**src/rtl/block_check_pkg.sv**
```systemverilog
// Shared types and constants for the begin/end nesting checker
// and its two-requester scheduler.
package block_check_pkg;

   typedef enum logic [2:0] {
      S_IDLE,
      S_CLEAR,
      S_STREAM,
      S_FLUSH,
      S_RESULT
   } sched_state_t;

   typedef enum logic [3:0] {
      K_START,
      K_SKIP,
      K_B,
      K_BE,
      K_BEG,
      K_BEGI,
      K_BEGIN,
      K_E,
      K_EN,
      K_END
   } kw_state_t;

   localparam logic [7:0] CH_SPACE = 8'd32;
   localparam logic [7:0] CH_UA    = 8'd65;
   localparam logic [7:0] CH_UZ    = 8'd90;
   localparam logic [7:0] CH_LA    = 8'd97;
   localparam logic [7:0] CH_LZ    = 8'd122;
   localparam logic [7:0] CH_B     = 8'd98;
   localparam logic [7:0] CH_D     = 8'd100;
   localparam logic [7:0] CH_E     = 8'd101;
   localparam logic [7:0] CH_G     = 8'd103;
   localparam logic [7:0] CH_I     = 8'd105;
   localparam logic [7:0] CH_N     = 8'd110;

   localparam int LEN_W_DEF = 16;

   function automatic logic is_upper(input logic [7:0] c);
      return (c >= CH_UA) && (c <= CH_UZ);
   endfunction

   function automatic logic is_alpha(input logic [7:0] c);
      return is_upper(c) || ((c >= CH_LA) && (c <= CH_LZ));
   endfunction

   function automatic logic [7:0] to_lower(input logic [7:0] c);
      return is_upper(c) ? (c | CH_SPACE) : c;
   endfunction

endpackage

```
**src/rtl/block_check_core.sv**
```systemverilog
// Case-insensitive begin/end nesting checker, one character per ce.
// ok reflects the verdict as if the stream ended right now.
module block_check_core
   import block_check_pkg::*;
(
   input  logic       clk,
   input  logic       reset,
   input  logic       clr,
   input  logic       ce,
   input  logic [7:0] in,
   output logic       ok
);

   kw_state_t   kw;
   kw_state_t   kw_nxt;
   logic [31:0] depth;
   logic        err;
   logic [7:0]  c;
   logic        alpha;

   always_comb begin
      c      = to_lower(in);
      alpha  = is_alpha(in);
      kw_nxt = K_SKIP;
      case (kw)
         K_START: begin
            if (c == CH_B)      kw_nxt = K_B;
            else if (c == CH_E) kw_nxt = K_E;
         end
         K_B:    if (c == CH_E) kw_nxt = K_BE;
         K_BE:   if (c == CH_G) kw_nxt = K_BEG;
         K_BEG:  if (c == CH_I) kw_nxt = K_BEGI;
         K_BEGI: if (c == CH_N) kw_nxt = K_BEGIN;
         K_E:    if (c == CH_N) kw_nxt = K_EN;
         K_EN:   if (c == CH_D) kw_nxt = K_END;
         default: kw_nxt = K_SKIP;
      endcase
   end

   always_ff @(posedge clk or posedge reset) begin
      if (reset) begin
         kw    <= K_START;
         depth <= '0;
         err   <= 1'b0;
      end else if (clr) begin
         kw    <= K_START;
         depth <= '0;
         err   <= 1'b0;
      end else if (ce) begin
         if (alpha) begin
            kw <= kw_nxt;
         end else begin
            kw <= K_START;
            if (kw == K_BEGIN) begin
               depth <= depth + 32'd1;
            end else if (kw == K_END) begin
               if (depth == '0) err   <= 1'b1;
               else             depth <= depth - 32'd1;
            end
         end
      end
   end

   // A pending complete keyword is resolved as if terminated here.
   always_comb begin
      case (kw)
         K_BEGIN: ok = 1'b0;
         K_END:   ok = !err && (depth == 32'd1);
         default: ok = !err && (depth == '0);
      endcase
   end

endmodule

```
**src/rtl/block_check_sched.sv**
```systemverilog
// Program-granular arbiter feeding one nesting checker from two
// character streams and returning one registered verdict per program.
module block_check_sched
   import block_check_pkg::*;
#(
   parameter int LEN_W = LEN_W_DEF
) (
   input  logic             clk,
   input  logic             reset,
   input  logic             s0_valid,
   input  logic [7:0]       s0_data,
   input  logic             s0_last,
   output logic             s0_ready,
   input  logic             s1_valid,
   input  logic [7:0]       s1_data,
   input  logic             s1_last,
   output logic             s1_ready,
   output logic             res_valid,
   input  logic             res_ready,
   output logic             res_ok,
   output logic             res_src,
   output logic [LEN_W-1:0] res_len,
   output logic             res_sat
);

   sched_state_t     state;
   logic             grant;
   logic             prio;
   logic [LEN_W-1:0] cnt;
   logic             sat;
   logic             g_valid;
   logic             g_last;
   logic [7:0]       g_data;
   logic             beat;
   logic             core_clr;
   logic             core_ok;

   assign g_valid  = grant ? s1_valid : s0_valid;
   assign g_last   = grant ? s1_last  : s0_last;
   assign g_data   = grant ? s1_data  : s0_data;
   assign s0_ready = (state == S_STREAM) && !grant;
   assign s1_ready = (state == S_STREAM) && grant;
   assign beat     = (state == S_STREAM) && g_valid;
   assign core_clr = (state == S_CLEAR);

   block_check_core u_core (
      .clk   (clk),
      .reset (reset),
      .clr   (core_clr),
      .ce    (beat),
      .in    (g_data),
      .ok    (core_ok)
   );

   always_ff @(posedge clk or posedge reset) begin
      if (reset) begin
         state     <= S_IDLE;
         grant     <= 1'b0;
         prio      <= 1'b0;
         cnt       <= '0;
         sat       <= 1'b0;
         res_valid <= 1'b0;
         res_ok    <= 1'b0;
         res_src   <= 1'b0;
         res_len   <= '0;
         res_sat   <= 1'b0;
      end else begin
         case (state)
            S_IDLE: begin
               if (s0_valid || s1_valid) begin
                  grant <= prio ? s1_valid : !s0_valid;
                  state <= S_CLEAR;
               end
            end
            S_CLEAR: begin
               cnt   <= '0;
               sat   <= 1'b0;
               state <= S_STREAM;
            end
            S_STREAM: begin
               if (beat) begin
                  if (&cnt) sat <= 1'b1;
                  else      cnt <= cnt + 1'b1;
                  if (g_last) state <= S_FLUSH;
               end
            end
            S_FLUSH: begin
               res_ok    <= core_ok;
               res_src   <= grant;
               res_len   <= cnt;
               res_sat   <= sat;
               res_valid <= 1'b1;
               state     <= S_RESULT;
            end
            S_RESULT: begin
               if (res_ready) begin
                  res_valid <= 1'b0;
                  prio      <= ~grant;
                  state     <= S_IDLE;
               end
            end
            default: state <= S_IDLE;
         endcase
      end
   end

endmodule

```
**config.mk**
```make
export PLATFORM = sky130hd
export DESIGN_NAME = block_check_sched
export DESIGN_NICKNAME = d
export VERILOG_FILES = /design/src/rtl/block_check_pkg.sv /design/src/rtl/block_check_core.sv /design/src/rtl/block_check_sched.sv
export SDC_FILE = /design/constraint.sdc
export NUM_CORES = 1
export LEC_CHECK = 0
export ABC_AREA = 1
export CORE_ASPECT_RATIO = 1.25
export CORE_MARGIN = 2
export CORE_UTILIZATION = 54
export DETAILED_ROUTE_END_ITERATION = 8
export PLACE_DENSITY_LB_ADDON = 0.25
export SLEW_MARGIN = 20
export SYNTH_ARGS = -nofsm -noshare
export SYNTH_HDL_FRONTEND = slang
export SYNTH_HIERARCHICAL = 1
export SYNTH_SLANG_ARGS = --single-unit
export TNS_END_PERCENT = 30
```
**constraint.sdc**
```tcl
create_clock -name clk -period 1.9 [get_ports clk]
set_input_delay 0.38 -clock clk [delete_from_list [all_inputs] [get_ports clk]]
set_output_delay 0.38 -clock clk [all_outputs]
set_load 0.01 [all_outputs]
```
Word-level counts from Yosys, hierarchy flattened
Index checks and enable logic that the tools add are counted.
{"block": "classes", "eq_ne": 28, "add_sub_neg": 3, "bitwise": 1, "muxes": 43, "n_lt_le_gt_ge": 4, "n_reduce_logical": 30}
{"cell": "two-way mux 32 bit", "n": 6}
{"cell": "equality test 8 x 7 -> 1 bit, second input constant", "n": 6}
{"cell": "adder 32 x 1 -> 32 bit, second input constant", "n": 1}
{"cell": "equality test 32 x 1 -> 1 bit, second input constant", "n": 1}
{"cell": "zero test 32 bit", "n": 1}
{"cell": "two-way mux 16 bit", "n": 2}
{"cell": "one-hot mux 16 bit (2 select lines)", "n": 1}
{"cell": "subtractor 32 x 1 -> 32 bit, second input constant", "n": 1}
{"cell": "one-hot mux 4 bit (7 select lines)", "n": 1}
{"cell": "two-way mux 3 bit", "n": 8}
{"cell": "two-way mux 4 bit", "n": 6}
{"cell": "adder 16 x 1 -> 16 bit, second input constant", "n": 1}
{"cell": "equality test 4 x 3 -> 1 bit, second input constant", "n": 4}
{"cell": ">= comparator 8 x 7 -> 1 bit, second input constant", "n": 2}
{"cell": "less-or-equal comparator 8 x 7 -> 1 bit, second input constant", "n": 2}
{"cell": "AND reduction 16 bit", "n": 1}
{"cell": "one-hot mux 3 bit (5 select lines)", "n": 1}
{"cell": "!= test 2 bit, second input constant", "n": 7}
{"cell": "two-way mux 1 bit", "n": 12}
{"cell": "nonzero test 2 bit", "n": 5}
{"cell": "equality test 4 x 2 -> 1 bit, second input constant", "n": 2}
{"cell": "equality test 4 bit, second input constant", "n": 2}
{"cell": "two-way mux 8 bit", "n": 1}
{"cell": "AND reduction 4 bit", "n": 2}
{"cell": "other kinds (18)", "n": 33}
{"block": "word_totals", "in_bits": 23, "output_inout_bits": 22, "ff_bits": 79, "word_cells": 122}

Longest topological paths before layout
{"block": "logic_depth", "ltp_word": 11, "depth_mapped": 18, "depth_no_buf": 17}

Modules after synthesis
The synthesis kept the hierarchy.
{"module": "block_check_core", "area_each_um2": 4061.4, "n_inst": 1, "seq_area_each_um2": 925.9, "cells_each": 670}
{"module": "block_check_sched", "area_each_um2": 2232.1, "n_inst": 1, "seq_area_each_um2": 1051.0, "cells_each": 303}

Worst setup path before layout
No wires, ideal clock.
{"block": "synth_path", "path_kind": "flip-flop to flip-flop", "start": "reg grant", "end": "reg u_core.depth[5]", "path_buffers": 2, "required_time_ps": 1781, "arrival_ps": 1914, "setup_time_ps": 119, "path_stages_with_launch": 17, "slack_ps": -133, "synth_period_minus_slack_ps": 2033, "path_cell_list": "dfrtp_1 > inv_1 > clkbuf_1 > nand2_1 > nand2_1 > nand2_1 > nor2_1 > nand2_1 > nand2_1 > nand2_1 > o21ai_1 > nand2_1 > nand3_4 > inv_2 > buf_6 > nand2_1 > o21ai_2"}
{"block": "synth_between", "elab_chain_len": 6, "elab_cells_between_ends": 13, "cone_classes": "order compare: 4; eq/ne: 1; mux: 2; reduce/logical: 6"}
{"item": "start: declaration", "line": "block_check_sched.sv:27", "text": "logic grant;"}
{"item": "start signal: assignment", "line": "block_check_sched.sv:71", "text": "grant <= prio ? s1_valid : !s0_valid;"}
{"item": "two-way mux 8 bit *", "line": "block_check_sched.sv:40", "text": "assign g_data = grant ? s1_data : s0_data;"}
{"item": "via g_data[1]", "line": "block_check_sched.sv:33", "text": "logic [7:0] g_data;"}
{"item": ">= comparator 8 x 7 -> 1 bit, or another cell as far along", "line": "block_check_pkg.sv:41", "text": "return (c >= CH_UA) && (c <= CH_UZ);"}
{"item": "logical AND 1 bit, on equally long branches", "line": "block_check_pkg.sv:41, block_check_pkg.sv:45"}
{"item": "logical OR 1 bit *", "line": "block_check_pkg.sv:45", "text": "return is_upper(c) || ((c >= CH_LA) && (c <= CH_LZ));"}
{"item": "!= test 2 bit (no source line) *"}
{"item": "AND reduction 4 bit (no source line) *"}
{"item": "end signal: assignment", "line": "block_check_core.sv:55", "text": "depth <= depth + 32'd1;"}
{"item": "end signal: assignment", "line": "block_check_core.sv:58", "text": "else depth <= depth - 32'd1;"}
{"item": "end: declaration", "line": "block_check_core.sv:16", "text": "logic [31:0] depth;"}
The timed path passes the listed nets; every way through them passes the cells marked *.
A chain may end at the register's enable or synchronous reset.

Worst setup path after layout
{"block": "layout_path", "start": "reg grant", "end": "reg u_core.depth[26]"}
{"block": "layout_between", "elab_cells_between_ends": 13, "cone_classes": "order compare: 4; eq/ne: 1; mux: 2; reduce/logical: 6"}
{"item": "two-way mux 1 bit", "line": "block_check_sched.sv:38", "text": "assign g_valid = grant ? s1_valid : s0_valid;"}
{"item": "logical AND 1 bit", "line": "block_check_sched.sv:43", "text": "assign beat = (state == S_STREAM) && g_valid;"}
{"item": "via beat", "line": "block_check_sched.sv:34", "text": "logic beat;"}
{"item": "nonzero test 2 bit (no source line)"}
{"item": "AND reduction 4 bit (no source line)"}
The timed path passes the listed nets, and every way through them passes these cells.

==> results <==
[path summary, 6_finish.rpt]
path	startpoint	to	slack, ps	depth (start not counted)
worst max register to register	grant	u_core/depth[26]	-60	11
worst max-delay path	grant	u_core/depth[26]	-60	11
worst min register to register	res_len[9]	res_len[9]	490	2
worst min-delay path	reset	res_len[9]	280	2
max in group asynchronous	reset	u_core/depth[6]	1030	3
min in group clk	res_len[9]	res_len[9]	490	2
[cells in the final DEF, fill, tap and decap left out, drive strengths merged, types with 12 or more instances in the layout]
cell type | synthesis | layout
clkdlybuf4s50 | 0 | 42
nand4 | 20 | 20
nor3 | 24 | 24
dfrtp | 79 | 79
inv | 82 | 82
clkbuf | 9 | 12
xor2 | 51 | 51
nand3 | 70 | 70
buf | 36 | 90
nor2 | 152 | 152
o21ai | 71 | 71
nand2 | 343 | 343
[layout make-up]
| type | count | area (um^2) | share of cell area, % |
|---|---|---|---|
| multi-input combinational | 765 | 3880 | 49.3 |
| inverter | 84 | 323 | 4.10 |
| tap | 138 | 173 | 2.19 |
| sequential | 79 | 1980 | 25.2 |
| timing repair buffer | 135 | 1210 | 15.3 |
| clock inverter | 5 | 63.8 | 0.811 |
| clock buffer | 11 | 243 | 3.08 |
[worst register-to-register path: stages (launching register included)]
cell     delay [ps]
dfrtp_2         450
buf_6           150
buf_4           140
o21ai_0         230
nand2_1         120
inv_1           100
nor2_1           60
inv_1           140
nand3_4         140
buf_12          190
nand2_1          80
o21ai_1          50
[registers in the layout, summed over array words and instances (netlist names)]
signal / flops
prio: 1
u_core/depth: 32
sat: 1
res_sat: 1
u_core/err: 1
u_core/kw: 4
res_ok: 1
res_valid: 1
res_src: 1
cnt: 16
res_len: 16
grant: 1
state: 3
[report_power, final]
part / switching [mW] / internal [mW] / leakage (nW)
clock: 0.763 / 1.07 / 0.147
combinational: 3.58 / 2.45 / 2.48
sequential: 0.444 / 2.02 / 1.07
[routing by layer]
layer	wire length (um)	up-vias
met5	0	-
met4	899	0
met3	644	57
met2	8620	187
met1	7300	2920
li1	-	3269
[through the flow]
step / TNS, ps / cells / total power, mW / instance area (um^2)
after global routing: -6030 / 1217 / 11.1 / 7870
after floorplan: 0 / 973 / 6.09 / 6300
after global placement: -10790 / 1192 / 7.89 / 7330
after CTS: -1150 / 1216 / 10.1 / 7770
after detailed placement: -11630 / 1192 / 7.95 / 7330
final: -1420 / 1217 / 10.3 / 7870
[logic make-up after synthesis]
kind of cell / after synthesis / share of synthesized area, %
XOR/XNOR: 55 / 7.65
buffers and inverters: 129 / 8.95
adder cells (fa/ha/maj): 5 / 0.994
AO/OA/AOI/OAI: 89 / 8.01
AND/OR/NAND/NOR: 613 / 42.4
multiplexers: 3 / 0.537
flip-flops: 79 / 31.4
[timing repair]
item,4_1_cts,5_1_grt
gates cloned,1,1
gates resized for setup,39,21
pin swaps,12,3
endpoints found under the setup margin,39,38
buffers inserted,7,0
==> metrics.txt <==
status=complete, but fails checks; failing checks=negative setup slack; Final GP Congestion=0.959; # DRC=0; CP delay by family, top=buffers and inverters; Worst Path Max Fanout=30; site row count=44; CP required=about 2100 ps; Max Freq=510 MHz; worst skew pair latency=~340 ps; crit-path max cell delay=450 ps; Cells after Synth=between 900 and 1000; Power Density=1310 nW/um^2; CTS Root Buffer Type=clkbuf_16; aggregate global routing overflow=0; Post-synth EDFFs=0; Global Route Usage Sum=between 20% and 30%; largest net degree at the start of global routing=38; fraction of registers with async set/reset=between 90% and 100%; crit path DAT=between 2000 and 2500 ps; fin. max-slew vios=0; grt met3 use=roughly 4.1%; # IOs=45; Most used DFF post-synth=dfrtp_1; final hold vios=0; cells along the critical path=buf_6 > buf_4 > o21ai_0 > nand2_1 > inv_1 > nor2_1 > inv_1 > nand3_4 > buf_12 > nand2_1 > o21ai_1; CP max-delay cell=dfrtp_2; fraction of layout cells with a size suffix above 1=between 10% and 20%; # H-tree levels=3; minimum clock period=between 1500 and 2000 ps; vias in the first global route=6196; fill count=a little under 1000; chip width=between 100 and 150 um; Area contributors post-synth=dfrtp_1 31%, nand2_1 20%, nor2_1 7.6%; IO buf count=between 40 and 50; post-synthesis cell area=roughly 6300 um^2; Layout Nets=around 1100; Initial Util=54.7%; Hold Slack=283 ps; final period utilization=103%; RSZ-0062 raised after global routing=true; FF+latch count, synth=between 70 and 80; Mapped Nets=1001; drt initial violations=about 390; clock-pin slew on the worst setup and hold paths=roughly 70 ps; dpl ws=-385 ps; measured slew at the worst slew-check pin=slightly above 600 ps; total iterations of the first detailed-routing run=5; total core area=roughly 12000 um^2; antenna viol nets, final=0; P&R area growth vs syn=25.0%; sequential share of the synthesized area=approximately a third; commonest cells in the netlist=336 x nand2_1, 128 x nor2_1, 79 x dfrtp_1; CTS Hold Bufs=0; Final Util=between 60% and 70%; ANT cells=0; Synth top area share=between 30% and 40%; first-pass GRT wire length=28500 um; CP endpoint kind=flop; cell accounting for the most synthesized area=dfrtp_1; Global Route met2 Usage=a little under half; Synth Area per Inst=around 6.5 um^2; initial antenna violation count=0; largest vdd supply drop=between 0.0008 and 0.0009 V; P_leak=approximately 3.7 nW; most instantiated library cell after synthesis=nand2_1; DPL Wire Length=between 10000 and 15000 um; clock skew=between 7 and 8 ps; vias=6433; CTS Buf Count=9; HP Class=in -> async; Max Cap Viol=0; Avg WL per Cell=14.4 um; Clock Tree Buf Depth=2; Vias/cell=around 5.3; critical path class=reg -> reg; die height=between 100 and 150 um; DIE AREA=between 10000 and 15000 um^2; CTS tree=yes; startpoint type of the worst setup path=flop; clock sink total=79; Most Crowded Layer GR=met2; Rel. slew slack=58.9%; Ys Warns=6; setup violators final=33; met1 GRT Util=~34%; Yosys cell types=42; Post-Route WL=approximately 17000 um; Buf/Inv on CP=5; final setup margin=-61.5 ps
Note: power is estimated with default switching activity, not from simulation.
